$ cat config.mk
export PLATFORM = sky130hd
export DESIGN_NAME = eusci_rx_baudgen
export DESIGN_NICKNAME = d
export VERILOG_FILES = /design/src/rtl/eusci_rx_baudgen_pkg.sv /design/src/rtl/eusci_rx_sync.sv /design/src/rtl/eusci_rx_baudgen.sv
export SDC_FILE = /design/constraint.sdc
export NUM_CORES = 1
export LEC_CHECK = 0
export ABC_AREA = 1
export ABC_CLOCK_PERIOD_IN_PS = 12690
export CORE_MARGIN = 2
export CORE_UTILIZATION = 55
export CTS_BUF_LIST = sky130_fd_sc_hd__clkbuf_4 sky130_fd_sc_hd__clkbuf_8
export CTS_CLUSTER_DIAMETER = 40
export CTS_CLUSTER_SIZE = 25
export DETAILED_ROUTE_END_ITERATION = 16
export GPL_ROUTABILITY_DRIVEN = 0
export MAX_ROUTING_LAYER = met4
export PLACE_DENSITY = 0.79
export SLEW_MARGIN = 30
export SYNTH_ARGS = -nofsm -noshare
export SYNTH_HDL_FRONTEND = slang
export SYNTH_SLANG_ARGS = --single-unit
$ cat constraint.sdc
create_clock -name MCLK -period 12.69 [get_ports MCLK]
set_input_delay 2.538 -clock MCLK [delete_from_list [all_inputs] [get_ports MCLK]]
set_output_delay 2.538 -clock MCLK [all_outputs]
set_load 0.02 [all_outputs]
$ cat src/rtl/eusci_rx_baudgen_pkg.sv
// Shared eUSCI receive definitions: FSM states, sub-tick constants, prescaler clamp.
package eusci_rx_baudgen_pkg;

  typedef enum logic [1:0] {
    ST_IDLE  = 2'd0,
    ST_START = 2'd1,
    ST_RUN   = 2'd2
  } rx_state_t;

  localparam int unsigned SUBTICKS     = 16;
  localparam logic [3:0]  SUBTICK_MID  = 4'd8;
  localparam logic [3:0]  SUBTICK_LAST = 4'(SUBTICKS - 1);

  // A zero prescaler behaves as a divide-by-one.
  function automatic logic [16:0] brw_clamp(input logic [15:0] brw);
    return (brw == 16'd0) ? 17'd1 : {1'b0, brw};
  endfunction

endpackage

$ cat src/rtl/eusci_rx_sync.sv
// Rx pin synchronizer; EUSCI_RX_DEGLITCH_EN adds a 3-sample hold filter after it.
module eusci_rx_sync (
  input  logic clk,
  input  logic reset_n,
  input  logic rx,
  output logic rx_sync
);

  logic [1:0] sync_pipe;

  always_ff @(posedge clk) begin
    if (!reset_n) sync_pipe <= 2'b11;
    else          sync_pipe <= {sync_pipe[0], rx};
  end

`ifdef EUSCI_RX_DEGLITCH_EN
  logic [1:0] hist;
  logic       filt;

  // Output follows only once the synchronized level has been stable for 3 samples.
  always_ff @(posedge clk) begin
    if (!reset_n) begin
      hist <= 2'b11;
      filt <= 1'b1;
    end else begin
      hist <= {hist[0], sync_pipe[1]};
      if (sync_pipe[1] == hist[0] && hist[0] == hist[1]) filt <= sync_pipe[1];
    end
  end

  assign rx_sync = filt;
`else
  assign rx_sync = sync_pipe[1];
`endif

endmodule

$ cat src/rtl/eusci_rx_baudgen.sv
// eUSCI_A UART receive baud generator: start detect, mid-bit BITCLK, LF and OS16 modulation.
// Optional Rx deglitch filter enabled by defining EUSCI_RX_DEGLITCH_EN.
module eusci_rx_baudgen
  import eusci_rx_baudgen_pkg::*;
(
  input  logic        MCLK,
  input  logic        reset_n,
  input  logic        BRCLKEN,
  input  logic        wUCSWRST,
  input  logic        wUCOS16,
  input  logic [15:0] wUCBRW,
  input  logic [3:0]  wUCBRF,
  input  logic [7:0]  wUCBRS,
  input  logic        Rx,
  input  logic        RxBusy,
  output logic        BITCLK,
  output logic        RxSync,
  output logic        Running
);

  rx_state_t   state, state_nxt;
  logic        rx_prev;
  logic [15:0] cnt;
  logic [3:0]  sub;
  logic [2:0]  bidx;

  logic [16:0] brw, len;
  logic        extra, half, cnt_last, bit_end, start_det, bit_rise;

  eusci_rx_sync u_sync (
    .clk     (MCLK),
    .reset_n (reset_n),
    .rx      (Rx),
    .rx_sync (RxSync)
  );

  // Length of the current prescale interval and whether we are in the second half of the bit.
  always_comb begin
    brw   = brw_clamp(wUCBRW);
    extra = wUCBRS[bidx];
    len   = brw;
    half  = 1'b0;
    if (wUCOS16) begin
      len  = brw + {16'd0, (sub < wUCBRF)} + {16'd0, (sub == SUBTICK_LAST) & extra};
      half = (sub >= SUBTICK_MID);
    end else begin
      len  = brw + {16'd0, extra};
      half = ({1'b0, cnt} >= (len >> 1));
    end
    cnt_last = (({1'b0, cnt} + 17'd1) >= len);
    bit_end  = cnt_last && (!wUCOS16 || sub == SUBTICK_LAST);
  end

  assign start_det = (state == ST_IDLE) && rx_prev && !RxSync;
  assign bit_rise  = BRCLKEN && half && !BITCLK;
  assign Running   = (state != ST_IDLE);

  always_comb begin
    state_nxt = state;
    case (state)
      ST_IDLE:  if (start_det) state_nxt = ST_START;
      // The rise in bit 1 is the second BITCLK rise of the frame.
      ST_START: if (bit_rise && bidx == 3'd1) state_nxt = RxBusy ? ST_RUN : ST_IDLE;
      ST_RUN:   if (!RxBusy) state_nxt = ST_IDLE;
      default:  state_nxt = ST_IDLE;
    endcase
    if (wUCSWRST) state_nxt = ST_IDLE;
  end

  always_ff @(posedge MCLK) begin
    if (!reset_n) begin
      state   <= ST_IDLE;
      rx_prev <= 1'b1;
      cnt     <= 16'd0;
      sub     <= 4'd0;
      bidx    <= 3'd0;
      BITCLK  <= 1'b0;
    end else begin
      state   <= state_nxt;
      rx_prev <= RxSync;
      // Counters and BITCLK are cleared while idle, on entry to START and on any abort.
      if (state == ST_IDLE || state_nxt == ST_IDLE) begin
        cnt    <= 16'd0;
        sub    <= 4'd0;
        bidx   <= 3'd0;
        BITCLK <= 1'b0;
      end else if (BRCLKEN) begin
        BITCLK <= half;
        cnt    <= cnt_last ? 16'd0 : cnt + 16'd1;
        if (wUCOS16 && cnt_last) sub <= sub + 4'd1;
        if (bit_end) bidx <= bidx + 3'd1;
      end
    end
  end

endmodule
==> impl_results.md, run 1 <==
- Pre-antenna DRT Iters: 4
- Share of cells above drive strength 1: 0.1065
- Combinational family with the most area after synthesis: simple AND/OR/NAND/NOR gates
- Clk sinks: 29
- Pwr Density: 54.18 nW/um^2
- Nets: 653
- Post-synth EDFFs: 0
- Synth Area in XOR/XNOR: 0.09884
- Area share of the largest cell type after synthesis: 0.1638
- DR vias: 3,277
- Synth warn: 0
- Area after DPL: 3941 um^2
- Vias/cell: 5.042
- Total negative slack: 0 ns
- # IOs: 38
- Fin Hold WS: 0.4161 ns
- DRC viols: 0
- Synth area leader: dfxtp_1
- Critical Path Source Type: input port
- Post-synthesis adder-cell area fraction: 0.1610
- Routed WL: 7874 um
- Die Ht: 84.28 um
- Hold Vio Cnt, Final: 0
- RSZ-0062 raised after global routing: no
- CP arrival: 6.89 ns
- GR Overflow Total: 0
- Vias in the first global route: 3,123
- PnR worst setup slack: 6.011 ns
- Hold buffers post-CTS: 0
- Synth area leaders: dfxtp_1, ha_1, nand2_1
- CTS Buffer Depth: 2
- Resized cells post-CTS: 0
- Dpl cells: 643
- Sequential area share after synthesis: 0.1638
- Core ar.: 6277 um^2
- Synth Area in Compound Gates: 0.08754
- Antenna violations before repair: 0
- Diode count: 0
- CP endpoint kind: flip-flop
- Max-cap check violation count: 0
- Final period utilization: 0.5263
- Pin count of the biggest net entering global routing: 25
- Synthesized flop and latch total: 29
- Horiz. Die Dim: 84.28 um
- Synthesized area: 3545 um^2
- Total Routing Usage GR: 0.2393
- Number of H-tree levels: 2
- Core Util, Final: 0.6422
- CTS clock-pin slew for the worst setup and hold paths: 0.06 ns
- Slew @ Worst Pin: 0.6739 ns
- Clock skew: 0.004561 ns
- First-pass GRT wire length: 13,610 um
- Total power draw: 218.4 uW
- Main flop type after synthesis: dfxtp_1
- Mapped Cells: 538
- Max FO, Critical Path: 16
- Hold crit path type: flip-flop to flip-flop
- # Post-CTS Setup Buffers: 0
- CTS Buf Count: 5
- Starting Density: 0.5647
- Final number of setup-violating endpoints: 0
- Post-synthesis mux area share: 0.002824
- Post-route ant nets: 0
- Mean routed wirelength per cell: 12.11 um
- Simple-gate share of the synthesized area: 0.3692
- Max Slew Vio Count: 0
- Port bufs: 37
- Row count: 29
- Peak Freq: 149.7 MHz
- Max_slew headroom: 0.5493
- Outcome: complete, no violations
- DP Wirelength: 6465 um
- Data required, critical path: 12.90 ns
- TritonCTS clock tree: built
- Die area: 7103 um^2
- Clk Latency, worst-skew pair: 0.28 ns
- Final Instance Area: 4031 um^2
- Worst VDD drop: 89.53 uV
- 1st-iter DRT viols: 173
- FFs w/ async S/R, synth: 0
- Area delta synth->final: 13.73%
- Root Driver: clkbuf_8
- Synthesized area per cell: 6.589 um^2
- Static leakage: 1.925 nW
- Path type of the worst setup path: input port to flip-flop
- Fin cells: 650
- DP Worst Slack: 5.788 ns
- Synth Net Count: 618
- Minimum clock period: 6.679 ns
- Synth cell types: 48
-- state kept, by name, indices dropped and copies added (netlist names) --
register,flops
rx_prev,1
bidx,3
BITCLK,1
state,2
u_sync.sync_pipe,2
cnt,16
sub,4
-- final timing paths --
path	start	end	slack (ns)	cells after the start
worst max-delay path	wUCBRW[2]	cnt[6]	6.01	22
worst min-delay path	u_sync.sync_pipe[0]	u_sync.sync_pipe[1]	0.42	1
worst max register to register	bidx[0]	cnt[6]	8.29	23
worst min register to register	u_sync.sync_pipe[0]	u_sync.sync_pipe[1]	0.42	1
-- worst max-delay path: stages --
cell and delay (ns):
clkdlybuf4s50_1 0.53, or4_1 0.51, nor2_1 0.10, a21oi_1 0.10
fa_1 0.46, inv_1 0.07, ha_1 0.21, nand3_1 0.17
o31ai_1 0.40, xor2_1 0.20, ha_1 0.26, a21oi_1 0.14
o21ai_0 0.09, a21oi_1 0.14, nand2_1 0.07, nand2_1 0.07
nand2_2 0.21, nor2_4 0.29, nand2_1 0.10, nand2_1 0.07
inv_1 0.06, nor2_4 0.08
-- kinds of logic after synthesis --
group / Yosys count
mux: 1
xor+xnor: 40
fa+ha+maj: 45
flops: 29
simple gates: 268
compound gates: 55
buf+inv: 100
-- cells in the mapped netlist (2+ instances only) --
library cell and count:
nand3_1 21, inv_2 11, clkinv_1 2, nor3b_1 2, nand2_2 4, nor4_2 2, ha_1 44, nor2_1 41
dfxtp_1 29, nand2_1 139, nor3_2 5, clkbuf_1 5, or2_2 2, nand3_2 2, nor2_2 13, xor2_1 38
nand4_1 10, o21ai_1 3, a31oi_1 2, a21oi_1 19, o22ai_1 7, nor4_1 2, nor3_1 8, nor2_4 12
o21ai_0 15, xnor2_1 2, inv_1 77
-- placed cells by master (no fill, tap or decap), drive strengths merged, types with 4 or more instances in the layout --
master,count
a21oi,19
clkbuf,7
clkdlybuf4s50,37
dfxtp,29
ha,44
inv,89
nand2,144
nand3,23
nand4,10
nor2,66
nor3,14
nor4,4
o21ai,18
o22ai,7
xor2,38
-- power breakdown --
part	total (mW)	switching [mW]	internal (mW)
Clock	0.0776	0.0326	0.0450
Sequential	0.0917	0.000155	0.0915
Combinational	0.0492	0.0275	0.0216
-- layer usage --
layer  GRT usage  vias to the layer above  part of all wire
li1            -                     1775                 -
met1      0.2993                     1425              0.47
met2      0.4048                       67              0.47
met3     0.03147                       10             0.049
met4     0.06598                        0             0.013
met5           -                        -                 0
-- area by class of cell --
| cell class | count | area [um^2] |
|---|---|---|
| Clock buffer | 7 | 90.09 |
| Fill cell | 581 | 2246 |
| Inverter | 91 | 344.1 |
| Multi-Input combinational cell | 409 | 2550 |
| Sequential cell | 29 | 580.6 |
| Tap cell | 77 | 96.34 |
| Timing Repair Buffer | 37 | 370.4 |
(Power assumes the default switching activity.)
==> run 2: changes to the inputs <==
--- a/config.mk
+++ b/config.mk
@@ -6,16 +6,16 @@
 export NUM_CORES = 1
 export LEC_CHECK = 0
 export ABC_AREA = 1
-export ABC_CLOCK_PERIOD_IN_PS = 12690
+export ABC_CLOCK_PERIOD_IN_PS = 5900
 export CORE_MARGIN = 2
-export CORE_UTILIZATION = 55
+export CORE_UTILIZATION = 54
 export CTS_BUF_LIST = sky130_fd_sc_hd__clkbuf_4 sky130_fd_sc_hd__clkbuf_8
 export CTS_CLUSTER_DIAMETER = 40
 export CTS_CLUSTER_SIZE = 25
 export DETAILED_ROUTE_END_ITERATION = 16
 export GPL_ROUTABILITY_DRIVEN = 0
 export MAX_ROUTING_LAYER = met4
-export PLACE_DENSITY = 0.79
+export PLACE_DENSITY = 0.81
 export SLEW_MARGIN = 30
 export SYNTH_ARGS = -nofsm -noshare
 export SYNTH_HDL_FRONTEND = slang
==> constraint.sdc (replaced) <==
create_clock -name MCLK -period 5.9 [get_ports MCLK]
set_input_delay 1.18 -clock MCLK [delete_from_list [all_inputs] [get_ports MCLK]]
set_output_delay 1.18 -clock MCLK [all_outputs]
set_load 0.02 [all_outputs]
==> run 2 against run 1 <==
Net effect: largest power group is now the clock network; clock power increased to 2.8 times the previous value; die area increased by 1.8%; sequential power increased by 110%; first-iteration DRC count decreased by 14%; sequential cell count unchanged; cell count increased by 0.31%; register-to-register slack got worse by 6.7 ns; non-clock buffer count increased by 1; highest routed layer unchanged; via count increased by 3.8%.
==> impl_results.md, run 2 (synthesized netlist as in run 1, its figures left out) <==
- Outcome: complete, no violations
- GR Overflow Total: 0 (unchanged)
- Die area: 7228 um^2 (+1.8%)
- Multi-input logic area: 2550 um^2 (unchanged)
- Vias/cell: 5.215 (+3.4%)
- Max-cap check violation count: 0 (unchanged)
- Nets: 654 (+0.15%)
- Port bufs: 37 (unchanged)
- Peak Freq: 192.3 MHz
- Most frequent cells in the layout: nand2_1, inv_1, ha_1, nor2_1, xor2_1
- Hold buffers post-CTS: 0 (unchanged)
- R2R Setup Slk: 1.56 ns (-6.73 ns)
- Hold Vio Cnt, Final: 0 (unchanged)
- Max_slew headroom: 0.6388 (+0.08949)
- Sw Ratio: 0.2637 (-0.01216)
- Worst-case reg-to-reg path depth: 23 (unchanged)
- Resized cells post-CTS: 0 (unchanged)
- Slowest cell on crit path: clkdlybuf4s50_1
- Pin count of the biggest net entering global routing: 25 (unchanged)
- DP Worst Slack: 0.4076 ns (-5.381 ns)
- # IOs: 38 (unchanged)
- Cell Chain, Critical Path: clkdlybuf4s50_1, or4_1, nor2_1, a21oi_1, fa_1, inv_1, ha_1, nand3_1, o31ai_1, xor2_1, ha_1, a21oi_1, o21ai_0, a21oi_1, nand2_1, nand2_1, nand2_2, nor2_4, nand2_1, nand2_1, clkinv_1, nor2_2
- Share of cells above drive strength 1: 0.1096 (+0.003108)
- Worst VDD drop: 178.8 uV (+100%)
- Max FO, Critical Path: 16 (unchanged)
- Clock skew: 0.005961 ns (+0.001400 ns)
- Clk sinks: 29 (unchanged)
- Fillers: 590 (+1.5%)
- Critical Path Source Type: input port
- Slew @ Worst Pin: 0.5401 ns (-0.1338 ns)
- Cell Int Power: 385.9 uW (+140%)
- DRC viols: 0 (unchanged)
- # Post-CTS Setup Buffers: 0 (unchanged)
- Antenna violations before repair: 0 (unchanged)
- Core ar.: 6350 um^2 (+1.2%)
- Biggest regs: cnt x16, sub x4, bidx x3
- Post-route ant nets: 0 (unchanged)
- DR top layer: met4
- Metal3 WL: 251 um (-35%)
- Max incr delay on CP: 0.52 ns (about the same)
- CTS clock-pin slew for the worst setup and hold paths: 0.07 ns (about the same)
- Horiz. Die Dim: 85.02 um (+0.88%)
- Flop pwr share: 0.376 (-0.044)
- Starting Density: 0.5582 (-0.006454)
- Metal2 WL: 3750 um (+1.8%)
- Diode count: 0 (unchanged)
- Max reg flops: 16 (unchanged)
- Combinational share of power: 0.203 (-0.022)
- Seq. cell area: 580.6 um^2 (unchanged)
- CTS Buffer Depth: 2 (unchanged)
- Leading cell type in the layout, fill and taps excluded: nand2_1
- Most flops, register: cnt
- Sw Pwr: 138.2 uW (+130%)
- Final number of setup-violating endpoints: 0 (unchanged)
- Mean routed wirelength per cell: 12.49 um (+3.1%)
- CP arrival: 5.42 ns (-1.47 ns)
- 1st-iter DRT viols: 148 (-14%)
- CTS Buf Count: 5 (unchanged)
- FF-to-FF Start: bidx[0]
- Clk Latency, worst-skew pair: 0.29 ns (about the same)
- Die Ht: 85.02 um (+0.88%)
- DP Wirelength: 6558 um (+1.5%)
- Pre-antenna DRT Iters: 4 (unchanged)
- Worst Hold End: u_sync.sync_pipe[1]
- CP endpoint kind: flip-flop
- Max Slew Vio Count: 0 (unchanged)
- Static leakage: 1.944 nW (+0.98%)
- Path type of the worst setup path: input port to flip-flop
- Hold crit path type: flip-flop to flip-flop
- PnR worst setup slack: 0.6985 ns (-5.312 ns)
- Minimum clock period: 5.202 ns
- TritonCTS clock tree: built
- Clock Power Share: 0.421 (+0.066)
- Pwr Density: 128.8 nW/um^2 (+140%)
- Row count: 29 (unchanged)
- Data required, critical path: 6.12 ns (-6.78 ns)
- Most used cell, CP: nand2_1
- Total power draw: 524.1 uW (+140%)
- Total Routing Usage GR: 0.2400 (+0.0007490)
- Number of H-tree levels: 2 (unchanged)
- DR vias: 3,400 (+3.8%)
- Final period utilization: 0.8816
- Routed WL: 8145 um (+3.4%)
- Root Driver: clkbuf_8
- RSZ-0062 raised after global routing: no
- FF-to-FF End: cnt[13]
- Hold path depth: 1 (unchanged)
- Total negative slack: 0 ns (unchanged)
- WL met1: 3902 um (+5.4%)
- Vias in the first global route: 3,275 (+4.9%)
- Hold wc startpoint: u_sync.sync_pipe[0]
- Area delta synth->final: 14.79%
- First-pass GRT wire length: 13,990 um (+2.8%)
==> run 2: changes by cell type in the layout (fill, tap and decap cells not counted), sizes merged <==
cell    delta
bufinv     +1
buf        +1
==> run 2: worst max path at each step <==
| stage | start | to | slack (ns) | cells past startpoint |
|---|---|---|---|---|
| final | wUCBRW[2] | cnt[13] | 0.70 | 22 |
| after global routing | wUCBRW[2] | cnt[6] | 0.29 | 24 |
| after CTS | wUCBRW[2] | cnt[13] | 0.70 | 22 |
| after detailed placement | wUCBRW[2] | cnt[0] | 0.41 | 20 |
| after global placement | wUCBRW[1] | cnt[13] | 0.56 | 22 |
| after floorplan | wUCBRW[0] | cnt[0] | 1.41 | 19 |
==> run 2: cell type report <==
cell class              count  share of cell area
clock buffers               7             0.02214
well taps                  77             0.02368
multi-input cells         409              0.6267
inverters                  91             0.08456
flip-flops and latches     29              0.1427
repair buffers             38             0.09287
clock inverters             1            0.007380
==> run 2: power groups by stage <==
| stage | sequential [mW] | combinational [mW] | clock [mW] |
|---|---|---|---|
| after global routing | 0.197 | 0.120 | 0.229 |
| after detailed placement | 0.201 | 0.105 | 0 |
| after floorplan | 0.202 | 0.0605 | 0 |
| after global placement | 0.201 | 0.102 | 0 |
| final | 0.197 | 0.106 | 0.221 |
| after CTS | 0.197 | 0.106 | 0.224 |
==> run 2: metrics by stage <==
step | utilization | hold WS, ns | instance area (um^2) | cells
final | 0.6408 | 0.4164 | 4069 | 652
after global routing | 0.6408 | 0.4291 | 4069 | 652
after CTS | 0.6408 | 0.4202 | 4069 | 652
after detailed placement | 0.6219 | 0.4092 | 3949 | 644
after global placement | 0.6219 | 0.3984 | 3949 | 644
after floorplan | - | 0.3925 | 3545 | 538
==> run 2: metal layers <==
metal  vias up  GRT usage
li1       1785          -
met1      1528     0.3079
met2        68     0.3906
met3        19    0.01848
met4         0    0.09812
met5         -          -
==> run 2: worst max-delay path: cells and delay by family <==
kind / cells / cell delay (ns)
adders and majority gates: 3 / 0.93
AOI/OAI and AO/OA: 5 / 0.84
and+or+nand+nor: 10 / 1.63
xor gates and xnor gates: 1 / 0.20
buffers and inverters: 3 / 0.65
